### config.mk
export PLATFORM = sky130hd
export DESIGN_NAME = dmem_store_buffer_flat
export DESIGN_NICKNAME = d
export VERILOG_FILES = /design/src/rtl/dmem_store_buffer_if.sv /design/src/rtl/dmem_store_buffer.sv /design/src/flat_wrapper.sv
export SDC_FILE = /design/constraint.sdc
export NUM_CORES = 1
export LEC_CHECK = 0
export CAP_MARGIN = 20
export CELL_PAD_IN_SITES_DETAIL_PLACEMENT = 2
export CELL_PAD_IN_SITES_GLOBAL_PLACEMENT = 2
export CORE_ASPECT_RATIO = 1.25
export CORE_MARGIN = 4
export CORE_UTILIZATION = 40
export DETAILED_ROUTE_END_ITERATION = 10
export PLACE_DENSITY = 0.91
export REMOVE_ABC_BUFFERS = 1
export SETUP_SLACK_MARGIN = 0.5
export SLEW_MARGIN = 10
export SYNTH_ARGS = -nofsm -noshare
export SYNTH_HDL_FRONTEND = slang
export SYNTH_SLANG_ARGS = --single-unit
### constraint.sdc
create_clock -name clk -period 5.73 [get_ports clk]
set_input_delay 1.146 -clock clk [delete_from_list [all_inputs] [get_ports clk]]
set_output_delay 1.146 -clock clk [all_outputs]
set_load 0.02 [all_outputs]
### src/rtl/dmem_store_buffer_if.sv
// Bus bundle for the committed-store buffer.
// Carries the store handshake from the pipeline, the load lookup path,
// the memory write/read port signals and the occupancy status.
//   master : the environment (pipeline + data memory)
//   slave  : the store buffer itself
// DEPTH must match the DEPTH of the dmem_store_buffer it connects to;
// it only sizes the count field.
interface dmem_store_buffer_if #(
  parameter int DEPTH = 4
);
  localparam int CW = $clog2(DEPTH + 1);

  logic          st_valid;
  logic          st_ready;
  logic [31:0]   st_addr;
  logic [31:0]   st_data;
  logic          drain_en;
  logic [31:0]   ld_addr;
  logic [31:0]   ld_data;
  logic          ld_fwd;
  logic          mem_write;
  logic [31:0]   mem_waddr;
  logic [31:0]   mem_wdata;
  logic [31:0]   mem_raddr;
  logic [31:0]   mem_rdata;
  logic [CW-1:0] count;
  logic          empty;

  modport master (
    output st_valid, st_addr, st_data, drain_en, ld_addr, mem_rdata,
    input  st_ready, ld_data, ld_fwd, mem_write, mem_waddr, mem_wdata,
           mem_raddr, count, empty
  );

  modport slave (
    input  st_valid, st_addr, st_data, drain_en, ld_addr, mem_rdata,
    output st_ready, ld_data, ld_fwd, mem_write, mem_waddr, mem_wdata,
           mem_raddr, count, empty
  );
endinterface

### src/rtl/dmem_store_buffer.sv
// Committed-store buffer in front of a word-addressed data memory.
// Stores are queued in order and drained one per cycle to the memory
// write port; loads read memory combinationally but are served from the
// youngest buffered store to the same word when one exists.
// Ports:
//   clk   : clock, all state changes on the rising edge
//   rst_n : synchronous active-low reset
//   bus   : dmem_store_buffer_if.slave (store handshake, drain enable,
//           load path, memory ports, count/empty status)
// Address bits [1:0] are ignored everywhere (word granularity).
module dmem_store_buffer #(
  parameter int DEPTH = 4
) (
  input  logic                  clk,
  input  logic                  rst_n,
  dmem_store_buffer_if.slave    bus
);
  localparam int PW = $clog2(DEPTH);
  localparam int CW = $clog2(DEPTH + 1);
  localparam logic [CW-1:0] FULL_CNT = CW'(DEPTH);

  logic [29:0]    ent_addr [DEPTH];
  logic [31:0]    ent_data [DEPTH];
  logic [DEPTH-1:0] ent_valid;
  logic [PW-1:0]  head;
  logic [PW-1:0]  tail;
  logic [CW-1:0]  count_q;
  logic           push;
  logic           pop;
  logic           fwd_hit;
  logic [31:0]    fwd_data;
  logic [PW-1:0]  scan_idx;
  logic           unused_st_lsb;

  assign unused_st_lsb = ^bus.st_addr[1:0];

  // No full-bypass: a full buffer refuses stores even when draining.
  assign bus.st_ready  = rst_n && (count_q != FULL_CNT);
  assign push          = bus.st_valid && bus.st_ready;
  assign bus.mem_write = rst_n && (count_q != '0) && bus.drain_en;
  assign pop           = bus.mem_write;

  assign bus.mem_waddr = {ent_addr[head], 2'b00};
  assign bus.mem_wdata = ent_data[head];
  assign bus.mem_raddr = bus.ld_addr;
  assign bus.count     = count_q;
  assign bus.empty     = (count_q == '0);

  // Scan oldest to youngest so the last match wins. The head entry that
  // is draining this cycle is still valid and therefore still forwards.
  always_comb begin
    fwd_hit  = 1'b0;
    fwd_data = bus.mem_rdata;
    scan_idx = head;
    for (int i = 0; i < DEPTH; i++) begin
      scan_idx = head + PW'(i);
      if (ent_valid[scan_idx] && (ent_addr[scan_idx] == bus.ld_addr[31:2])) begin
        fwd_hit  = 1'b1;
        fwd_data = ent_data[scan_idx];
      end
    end
  end

  assign bus.ld_fwd  = rst_n && fwd_hit;
  assign bus.ld_data = bus.ld_fwd ? fwd_data : bus.mem_rdata;

  // push and pop never target the same slot: that would need the buffer
  // to be both empty (no pop) and full (no push).
  always_ff @(posedge clk) begin
    if (!rst_n) begin
      head      <= '0;
      tail      <= '0;
      count_q   <= '0;
      ent_valid <= '0;
    end else begin
      if (push) begin
        ent_valid[tail] <= 1'b1;
        tail            <= tail + PW'(1);
      end
      if (pop) begin
        ent_valid[head] <= 1'b0;
        head            <= head + PW'(1);
      end
      case ({push, pop})
        2'b10:   count_q <= count_q + CW'(1);
        2'b01:   count_q <= count_q - CW'(1);
        default: count_q <= count_q;
      endcase
    end
  end

  // Payload needs no reset; it is qualified by ent_valid.
  always_ff @(posedge clk) begin
    if (push) begin
      ent_addr[tail] <= bus.st_addr[31:2];
      ent_data[tail] <= bus.st_data;
    end
  end
endmodule
### src/flat_wrapper.sv
// flat-port wrapper written by rule: the top's interface ports become plain ports
module dmem_store_buffer_flat 
#(
  parameter int DEPTH = 4
)
  (clk, rst_n, bus_st_valid, bus_st_addr, bus_st_data, bus_drain_en, bus_ld_addr, bus_mem_rdata, bus_st_ready, bus_ld_data, bus_ld_fwd, bus_mem_write, bus_mem_waddr, bus_mem_wdata, bus_mem_raddr, bus_count, bus_empty);
  dmem_store_buffer_if #(.DEPTH(DEPTH)) bus_i ();
  input  logic clk;
  input  logic rst_n;
  input wire logic [$bits(bus_i.st_valid)-1:0] bus_st_valid;
  input wire logic [$bits(bus_i.st_addr)-1:0] bus_st_addr;
  input wire logic [$bits(bus_i.st_data)-1:0] bus_st_data;
  input wire logic [$bits(bus_i.drain_en)-1:0] bus_drain_en;
  input wire logic [$bits(bus_i.ld_addr)-1:0] bus_ld_addr;
  input wire logic [$bits(bus_i.mem_rdata)-1:0] bus_mem_rdata;
  output wire logic [$bits(bus_i.st_ready)-1:0] bus_st_ready;
  output wire logic [$bits(bus_i.ld_data)-1:0] bus_ld_data;
  output wire logic [$bits(bus_i.ld_fwd)-1:0] bus_ld_fwd;
  output wire logic [$bits(bus_i.mem_write)-1:0] bus_mem_write;
  output wire logic [$bits(bus_i.mem_waddr)-1:0] bus_mem_waddr;
  output wire logic [$bits(bus_i.mem_wdata)-1:0] bus_mem_wdata;
  output wire logic [$bits(bus_i.mem_raddr)-1:0] bus_mem_raddr;
  output wire logic [$bits(bus_i.count)-1:0] bus_count;
  output wire logic [$bits(bus_i.empty)-1:0] bus_empty;
  assign bus_i.st_valid = bus_st_valid;
  assign bus_i.st_addr = bus_st_addr;
  assign bus_i.st_data = bus_st_data;
  assign bus_i.drain_en = bus_drain_en;
  assign bus_i.ld_addr = bus_ld_addr;
  assign bus_i.mem_rdata = bus_mem_rdata;
  assign bus_st_ready = bus_i.st_ready;
  assign bus_ld_data = bus_i.ld_data;
  assign bus_ld_fwd = bus_i.ld_fwd;
  assign bus_mem_write = bus_i.mem_write;
  assign bus_mem_waddr = bus_i.mem_waddr;
  assign bus_mem_wdata = bus_i.mem_wdata;
  assign bus_mem_raddr = bus_i.mem_raddr;
  assign bus_count = bus_i.count;
  assign bus_empty = bus_i.empty;
  dmem_store_buffer #(.DEPTH(DEPTH)) u_core (.clk(clk), .rst_n(rst_n), .bus(bus_i));
endmodule
Yosys cells after proc, flatten, opt, wreduce, memory -nomap -nowiden
Memories as Yosys holds them, arrays and structs flattened. A register that Yosys moved wholly into a read port is not among the register bits. Cells that the tools add are included.

Register bits: 11. Bits in writable memories: 248. Bits of input ports: 132. Output and inout bits: 135. Word-level logic and storage cells: 74. Memories kept: 2.

Memory list: u_core.ent_data (words 4, bits a word 32, read ports 4, clocked after Yosys merged registers in 1, wr ports 1, RTL line dmem_store_buffer.sv:23) `logic [31:0] ent_data [DEPTH];`; u_core.ent_addr (words 4, bits a word 30, read ports 4, clocked after Yosys merged registers in 1, wr ports 1, RTL line dmem_store_buffer.sv:22) `logic [29:0] ent_addr [DEPTH];`.

Add/sub/neg operators: 6. Order comparisons: 7. Equal/unequal tests: 7. Multiplexer cells: 31. Bitwise operators: 3. Reduce and logical (&&, ||, !) cells: 14.

Operators by type and width (count): $mux 32 (5); $eq 30x30->1 (4); $lt 2x3->1 const B (5); $mux 1 (12); $mux 4 (3); $logic_and 1x1->1 (11); $bmux 1 s2 (4); $mux 2 (4); $pmux 3 s2 (1); $add 2x1->2 const B (2); $add 2x2->2 const B (2); $and 4x4->4 (1); $demux 1 s2 (2); $ge 2x1->1 const B (2); $not 4->4 (1); $or 4x4->4 (1); $add 3x1->3 const B (1); $logic_not 3->1 (1); $ne 3x3->1 const B (1); $reduce_bool 3->1 (1); $sub 3x1->3 const B (1); $eq 2x1->1 const B (1); $eq 2x2->1 const B (1); $reduce_bool 2->1 (1).

Depth between registers and ports, before layout
Gate-level depths: netlist of the first run.

Word-level depth: 9. Mapped depth: 18. Gate-level depth less buffers: 11.

Least setup slack after synthesis of the first run
No wires, ideal clock.

Path type: flip-flop to output port. From: register u_core.head[0]. To: output port bus_ld_data[10]. Arrival time: 4.288 ns. Required time: 4.584 ns. Setup slack: 0.296 ns. Stages on the path, launching flop included: 17. Cell sequence: dfxtp_1 > buf_6 > buf_12 > buf_6 > inv_1 > ha_1 > buf_2 > buf_2 > mux4_2 > xnor2_1 > nand4_1 > or4_4 > nor4_4 > buf_6 > mux2i_1 > o211ai_2 > mux2_1.

Elaborated cells between the ends (all ways): 30.

RTL lines: from (decl) (RTL line dmem_store_buffer.sv:25) `logic [PW-1:0] head;`; from (signal assigned) (RTL line dmem_store_buffer.sv:82) `head <= head + PW'(1);`; $add 2x2->2 * (RTL line dmem_store_buffer.sv:56) `scan_idx = head + PW'(i);`; via u_core.scan_idx[0] (RTL line dmem_store_buffer.sv:32) `logic [PW-1:0] scan_idx;`; $mem_v2 4x30 / $bmux 1 s2 (equally long branches); $eq 30x30->1 / $mux 1 (equally long branches) (RTL line dmem_store_buffer.sv:57) `if (ent_valid[scan_idx] && (ent_addr[scan_idx] == bus.ld_addr[31:2])) begin`; $logic_and 1x1->1 (RTL line dmem_store_buffer.sv:57); $mux 1 (RTL line dmem_store_buffer.sv:57); $logic_and 1x1->1 (RTL line dmem_store_buffer.sv:64) `assign bus.ld_fwd = rst_n && fwd_hit;`; $mux 32 * (RTL line dmem_store_buffer.sv:65) `assign bus.ld_data = bus.ld_fwd ? fwd_data : bus.mem_rdata;`; to (decl) (RTL line flat_wrapper.sv:17) `output wire logic [$bits(bus_i.ld_data)-1:0] bus_ld_data;`.

The timed path passes the listed nets; every way through them passes the cells marked *. The select of a mux whose other input is x is not followed.

==> impl_metrics.ini, run 1 <==
[floorplanning]
floorplan.rows = 87
fp.dieW_um = 199
floorplan.initialDensity = 0.405
dieArea_mm2 = 0.0493
chipHeight_um = 247
core_mm2 = 0.0452
ioPinCount = 267

[outcome]
result_of_the_run = complete, but fails checks
violations = negative setup slack

[clock_network]
clock_tree_from_tritoncts = built
clockRootBuffer = clkbuf_16
cts_num_sinks = 261
hold_buffers = 0
cts.clk_slew.worst_paths_ns = 0.07
worstSkewPairLatency_ns = 0.60
cts_inserted_buffers = 29
clock_tree.buffer_depth = 3
cts-htree-levels = 1

[drt]
firstDrtPassIters = 8
routed_via_count_divided_by_cell_count = 6.50
route.detailed.wl_per_inst_um = 37.0
drt_iter0_markers = 1269
detailroute.via_count = 14300
drc = 0
route.antenna.remaining_nets = 0
drt_wl_total_um = 81600

[timing]
post-route-min-period_ns = 5.82
final-hold-violation-count = 0
timing_max_transition_violations_final = 0
slew_headroom = 0.376
fmaxAchievable_ghz = 0.172
final.setup_skew_ns = 0.0160
pnr_worst_setup_slack_ns = -0.0936
worst_pin_slew_ns = 0.936
finalCritPeriodShare = 1.02
fin_setup_tns_ns = -0.931
report.final.setup_viol = 22
rsz0062_at_grt = true

[worst_setup_path]
worst_endpoint_required_time_ns = 4.58
start_kind = flop
critical_path_peak_fanout = 7
crit_family = multiplexers
worstSetupEndpointType = output pin
timing.critical_path.arrival_ns = 4.68
crit_buf_inv = 7
path_class = flop to output pin
maximum_single_stage_delay_on_the_critical_path_ns = 0.58
critical_path.cell_chain = buf_12, buf_8, mux4_2, xnor2_1, nand4_1, or4_4, nor3_4, buf_6, buf_12, buf_16, buf_4, mux2_2, mux2i_4, o211ai_2, mux2_4, buf_6
slowest_stage = or4_4

[grt]
globalRouteOverflowTotal = 0
number_of_global_route_vias_before_repair = 16200
grt_max_degree = 63
grt_pass1_wl_um = 115000
globalRouteTotalUtil = 0.318
antenna_found_initial = 3

[layout]
num-fill-cells = 3930
layout.cells.non_filler = 2208
finish.net_count = 1747
finalInstanceArea_mm2 = 0.0250
syn_to_final_growth_pct = 36.6
final_layout_size_suffix_gt1_frac = 0.429

[power]
post-layout-total-power_mw = 5.71
static-leakage-power_nw = 8.29
vdd_drop_max_uv = 257
power_density_mw_per_mm2 = 228

[yosys]
syn_area_mm2 = 0.0183
ys_seq_elements = 261
ys_types = 73
synth.cells.most_frequent = 248 x edfxtp_1, 155 x mux4_2, 120 x mux2i_1, 88 x xnor2_1, 50 x nand2_1
async_set_or_reset_register_ratio_after_synthesis = 0
synth_area_per_inst_um2 = 15.1
synth_enable_flop_cells = 248
synth.area.top_cells = edfxtp_1 41%, mux4_2 19%, mux2i_1 6.6%
synthMostInstantiatedCell = edfxtp_1
synth_top_area_share = 0.407
ys_seq_area_frac = 0.421
synth.largest_area_cell = edfxtp_1
yosys_warning_total = 0
ys.flop_type = edfxtp_1
postSynthCellCount = 1215

[place]
routabilityCongestion = 0.872
placement.io_buffers = 258
post-place-cells = 2054
placement.setup.worst_slack_ns = -0.525
dp_hpwl_um = 48800
placement.cell_area_mm2 = 0.0220

[worst_hold_path]
hold_path_class = flop to flop

[flow_run]
number_of_max_cap_violations = 0
-- worst reg2reg max path: cells and delay by family (launching register included) --
kind / cells / cell delay, ns
buf+inv: 2 / 0.68
compound gates: 1 / 0.52
simple gates: 1 / 0.70
flops: 1 / 0.40
-- repair_timing --
item                                    in CTS  in global routing
buffers inserted                            59                 22
gates resized for setup                    333                 54
gates cloned                                16                  1
pin swaps                                   20                 11
endpoints found under the setup margin      33                 33
-- final cells by class --
type | count | area (um2) | share of cell area
multi-input cells | 789 | 10200 | 0.409
flip-flops and latches | 261 | 7720 | 0.309
repair buffers | 499 | 5300 | 0.212
clock buffers | 36 | 752 | 0.0301
well taps | 578 | 723 | 0.0289
clock inverters | 16 | 169 | 0.00675
inverters | 25 | 98.8 | 0.00395
diodes | 4 | 10.0 | 0.000400
-- cell families after synthesis --
| group | share of synthesized area |
|---|---|
| buffers and inverters | 0.0551 |
| AOI/OAI and AO/OA | 0.0605 |
| adders and majority gates | 0.00724 |
| xor gates and xnor gates | 0.0502 |
| and+or+nand+nor | 0.0499 |
| DFF | 0.421 |
| muxes | 0.356 |
| other | 0.000205 |
-- final timing paths --
kind                                           from  slack (ns)  depth (start not counted)                    end
worst min-delay path            u_core.ent_valid[2]        0.56                          1    u_core.ent_valid[2]
worst min register to register  u_core.ent_valid[2]        0.56                          1    u_core.ent_valid[2]
worst max register to register  u_core.bus.count[1]        3.04                          4  u_core.ent_data[0][8]
worst max-delay path                           flop       -0.09                         16        bus_ld_data[30]
-- layout by cell type (no fill, tap or decap), types with 33 or more instances in the layout --
master	instances
mux2_2	40
nand2_1	50
mux2i_1	93
buf_4	165
mux4_2	155
mux4_4	33
buf_6	57
clkdlybuf4s50_1	216
xnor2_1	69
edfxtp_1	248
nand3b_1	33
-- routing by layer --
metal	wire length, um	track usage	vias to the layer above
met3	5130	0.0500	248
met4	4780	0.187	2
li1	-	-	5726
met1	28100	0.354	7554
met5	11	0	-
met2	43600	0.571	815
-- where the power goes --
group | switching [mW] | internal [mW]
Sequential | 0.0608 | 2.15
Clock | 0.847 | 1.07
Combinational | 0.795 | 0.787
-- per-stage QoR --
stage | util | hold WS (ns)
finish | 0.554 | 0.562
global route | 0.554 | 0.574
CTS | 0.544 | 0.548
detailed placement | 0.488 | 0.525
global placement | 0.488 | 0.500
floorplan | - | 0.492
-- state kept, by name, indices dropped and copies added (netlist names), named ones only --
register	flops
u_core.bus.count	3
u_core.ent_data	128
u_core.ent_addr	120
u_core.head	2
u_core.tail	2
u_core.ent_valid	4
Note: power is estimated with default switching activity, not from simulation.
==> inputs of run 2 (changes only) <==
--- a/config.mk
+++ b/config.mk
@@ -8,7 +8,7 @@
 export CAP_MARGIN = 20
 export CELL_PAD_IN_SITES_DETAIL_PLACEMENT = 2
 export CELL_PAD_IN_SITES_GLOBAL_PLACEMENT = 2
-export CORE_ASPECT_RATIO = 1.25
+export CORE_ASPECT_RATIO = 0.8
 export CORE_MARGIN = 4
 export CORE_UTILIZATION = 40
 export DETAILED_ROUTE_END_ITERATION = 10
==> run 2 against run 1 <==
The run still ends with negative setup slack left. Count of clock-buffer cells in the layout rose by 1. Clock skew rose by 0.012 ns. First-iteration DRC count grew 11%. Highest routed layer unchanged. Combinational power hardly changed. Largest power group unchanged.
==> impl_metrics.ini, run 2 (synthesized netlist as in run 1, its figures left out) <==
[power]
vdd_drop_max_uv = 232
post-layout-total-power_mw = 5.83
power_density_mw_per_mm2 = 238
static-leakage-power_nw = 7.97

[worst_setup_path]
maximum_single_stage_delay_on_the_critical_path_ns = 0.56
crit_family = buffers and inverters
start_kind = input pin
critical_path_peak_fanout = 8
worstSetupEndpointType = output pin
setup.reg_to_reg.worst_slack_ns = 3.14
worst_endpoint_required_time_ns = 4.58
critical_path.reg2reg.startpoint = u_core.bus.count[1]
critical_path.cell_chain = clkdlybuf4s50_1, buf_4, buf_4, o22ai_1, a21oi_1, a31oi_2, or4_4, nor4_4, buf_6, buf_12, o31a_4, buf_12, buf_6, buf_12, mux2_4, buf_6
timing.critical_path.arrival_ns = 4.84
ff2ff_path_depth = 4
crit_buf_inv = 9
path_class = input pin to output pin
r2r-end = u_core.ent_data[2][29]
slowest_stage = clkdlybuf4s50_1

[worst_hold_path]
min_delay_worst_endpoint = u_core.ent_valid[3]
worst_hold_path.num_cells = 1
worstHoldStart = u_core.ent_valid[3]
hold_path_class = flop to flop

[place]
placement.setup.worst_slack_ns = -0.606
dp_hpwl_um = 50400
placement.io_buffers = 258
post-place-cells = 2077
routabilityCongestion = 0.913

[timing]
finalCritPeriodShare = 1.05
slew_headroom = 0.397
post-route-min-period_ns = 5.99
worst_pin_slew_ns = 0.905
fin_setup_tns_ns = -6.86
final-hold-violation-count = 0
pnr_worst_setup_slack_ns = -0.258
rsz0062_at_grt = true
report.final.setup_viol = 33
final.setup_skew_ns = 0.0279
timing_max_transition_violations_final = 0
fmaxAchievable_ghz = 0.167

[layout]
top_register = u_core.ent_data
reg.largest.list = u_core.ent_data (128), u_core.ent_addr (120), u_core.ent_valid (4)
layout.cells.non_filler = 2189
largest_register_ffs = 128
layout_commonest_cell = edfxtp_1
finish.net_count = 1703
final_layout_size_suffix_gt1_frac = 0.405
finish.utilization = 0.546
final_cell_mix = 248 x edfxtp_1, 219 x clkdlybuf4s50_1, 155 x mux4_2, 142 x buf_4, 83 x mux2i_1
syn_to_final_growth_pct = 33.7

[drt]
drt_wl_total_um = 78500
drc = 0
detailroute.via_count = 14300
routed_via_count_divided_by_cell_count = 6.55
firstDrtPassIters = 7
route.detailed.wl_per_inst_um = 35.9
route.antenna.remaining_nets = 0
drt_iter0_markers = 1406

[clock_network]
clock_tree.buffer_depth = 3
hold_buffers = 0
worstSkewPairLatency_ns = 0.61
clock_tree_from_tritoncts = built
cts-htree-levels = 1
cts_inserted_buffers = 31
cts.clk_slew.worst_paths_ns = 0.06
clockRootBuffer = clkbuf_16
cts_num_sinks = 261

[floorplanning]
ioPinCount = 267
floorplan.initialDensity = 0.409
core_mm2 = 0.0448
floorplan.rows = 69
chipHeight_um = 199
fp.dieW_um = 247
dieArea_mm2 = 0.0493

[grt]
grt_max_degree = 53
number_of_global_route_vias_before_repair = 15600
grt_pass1_wl_um = 110000
antenna_found_initial = 3
globalRouteOverflowTotal = 0
globalRouteTotalUtil = 0.304

[outcome]
result_of_the_run = complete, but fails checks
violations = negative setup slack

[flow_run]
number_of_max_cap_violations = 0
[run 2: cell count changes in the layout (fill, tap and decap cells not counted), sizes merged, moves of 3 or more]
cell           before  now
buf               270  222
clkinv             12   16
clkdlybuf4s50     216  219
dlygate4sd2         9    6
inv                26   23
[run 2: metrics by stage]
| step | instance area [um2] | hold WS [ns] |
|---|---|---|
| 4_1_cts | 24200 | 0.555 |
| 2_1_floorplan | 17400 | 0.492 |
| 3_5_place_dp | 22100 | 0.540 |
| 6_report | 24500 | 0.553 |
| 5_1_grt | 24500 | 0.566 |
| 3_3_place_gp | 22100 | 0.503 |
[run 2: worst reg2reg max path, delay by kind of cell, from the launching register on]
family | cells | cell delay, ns
flip-flops | 1 | 0.40
buffers and inverters | 2 | 0.53
AO/OA/AOI/OAI | 1 | 0.51
AND/OR/NAND/NOR | 1 | 0.81
[run 2: worst max-delay path by stage]
stage                               start              end  slack [ns]  cells after the start
after CTS                  u_core.head[0]  bus_ld_data[22]       -0.05                     17
after detailed placement  bus_ld_addr[18]   bus_ld_data[1]       -0.61                     12
final                     bus_ld_addr[15]  bus_ld_data[22]       -0.26                     16
after global placement    bus_ld_addr[18]   bus_ld_data[7]       -0.47                     12
after floorplan            u_core.head[0]  bus_ld_data[10]      -14.84                     10
after global routing                 flop   bus_ld_data[3]       -0.33                     12
[run 2: timing repair]
action                     4_1_cts  5_1_grt
resized for setup              283       36
setup endpoints to repair       33       33
gates cloned                    10        1
buffers inserted                33       10
pin swaps                       15       13
hold endpoints to repair         0        0
[run 2: area by class of cell]
cell class | count | area, um2
Antenna cell | 2 | 5.00
Clock buffer | 37 | 798
Clock inverter | 19 | 218
Fill cell | 3929 | 20300
Inverter | 25 | 101
Multi-Input combinational cell | 789 | 10200
Sequential cell | 261 | 7720
Tap cell | 603 | 754
Timing Repair Buffer | 453 | 4710
[run 2: layer usage]
layer / global-route usage / part of all wire
met4: 0.0888 / 0.033
met5: 0 / 0.00046
met3: 0.0806 / 0.086
met1: 0.380 / 0.38
met2: 0.523 / 0.50
[run 2: power by group]
part	switching, mW	leakage, nW	total, mW	internal [mW]
Clock	0.852	0.503	2.06	1.21
Sequential	0.0652	2.36	2.22	2.15
Combinational	0.789	5.11	1.56	0.768
==> edit, RTL diff (flow settings as in run 2) <==
`DEPTH` is set to 4 in 3 places; all go to 8.
--- a/src/rtl/dmem_store_buffer_if.sv
+++ b/src/rtl/dmem_store_buffer_if.sv
@@ -8,3 +8,3 @@
 interface dmem_store_buffer_if #(
-  parameter int DEPTH = 4
+  parameter int DEPTH = 8
 );
--- a/src/rtl/dmem_store_buffer.sv
+++ b/src/rtl/dmem_store_buffer.sv
@@ -11,3 +11,3 @@
 module dmem_store_buffer #(
-  parameter int DEPTH = 4
+  parameter int DEPTH = 8
 ) (
--- a/src/flat_wrapper.sv
+++ b/src/flat_wrapper.sv
@@ -3,3 +3,3 @@
 #(
-  parameter int DEPTH = 4
+  parameter int DEPTH = 8
 )
Ports: changed (resized bus_count); port bits go from 267 to 268. No check against the original RTL was run, so the function may have changed too.
==> edit against run 2 <==
The flow now stops in global routing (5_1_grt). Area after synthesis grew 140%.
==> edit: results (changes against run 2) <==
Status:
- Result of the run: aborted with a tool error (was finished, violations left).
- The flow halted during global routing (5_1_grt).
- The tool reported: "[ERROR GRT-0232] Routing congestion too high. Check the congestion heatmap in the GUI".

Global route:
- For met2 alone, demand over resource in global routing was 0.899.
- For this run, the total global-route usage over all layers was measured as 0.781.
- The number of antenna violations at the first check in global routing is 78.
- For met3 alone, demand over resource in global routing was 0.718.
- The total congestion overflow after global routing is 66.
- In the global route stage, met1 resource usage came out at 0.756.
- The pin count of the biggest net entering global routing is 135.

Logic synthesis:
- The sequential element share of the synthesized area is 0.351 (was 0.421).
- The number of enable-type register cells in the synthesized netlist is 496 (was 248).
- The distinct cell type count after synthesis came to 84 (was 73).
- The Yosys warning count was 0 (unchanged).
- The average cell area after synthesis is 11.5 sq um (was 15.1 sq um).
- Leading post-synthesis cells by cell area: edfxtp_1 34%, mux4_2 22%, mux2i_1 8.6% (was edfxtp_1 41%, mux4_2 19%, mux2i_1 6.6%).
- The async set-reset flop share out of synthesis is 0 (unchanged).
- The number of synthesized register bits is 517 (was 261).
- Post-synth top cells: 496 x edfxtp_1, 435 x nand2_1, 425 x mux4_2 (was 248 x edfxtp_1, 155 x mux4_2, 120 x mux2i_1).

CTS:
- The number of buffers inserted during clock tree synthesis is 60 (was 31).
- The buffer depth of the longest clock path is 3 (unchanged).
- The number of levels the H-tree was split into is 2 (was 1).
- The clock tree root buffer cell is clkbuf_16 (unchanged).

Placement:
- The minimum setup slack after placement is -997 ps (was -606 ps).
- The last weighted congestion value of the routability-driven placer is 1.05 (was 0.913).
- The total half-perimeter wirelength after legalization and detailed placement is 172000 microns (was 50400 microns).
- The number of input and output port buffers inserted is 259 (was 258).
- The cell count after placement is 5762 (was 2077).

Timing:
- The worst endpoint from the post-global-route timing repair is bus_ld_data[0].
- After the last repair the worst path ends at an output port.
==> edit: changes by cell type after synthesis, sizes merged, moves of 66 or more <==
| cell | delta |
|---|---|
| buf | +119 |
| mux2i | +250 |
| mux2 | +80 |
| nor2 | +133 |
| edfxtp | +248 |
| clkbuf | +118 |
| xnor2 | +72 |
| a21oi | +97 |
| mux4 | +232 |
| o21ai | +285 |
| nand2 | +385 |
| nand3 | +66 |
==> edit: logic make-up after synthesis <==
logic type,after synthesis,synth area share
compound gates,823,0.122
other cells,1,0.0000859
fa+ha+maj,11,0.00333
simple gates,880,0.0925
mux,949,0.344
buf+inv,413,0.0483
xor+xnor,194,0.0389
flops,517,0.351
==> edit: per-stage QoR <==
stage	area, sq um	utilization
CTS	56900	0.525
detailed placement	52000	0.480
global placement	52000	0.480
floorplan	41700	-
==> edit: timing repair <==
| action | in CTS |
|---|---|
| resized for setup | 541 |
| setup endpoints to repair | 33 |
| setup buffers | 76 |
| pin swaps | 76 |
| gates cloned | 13 |
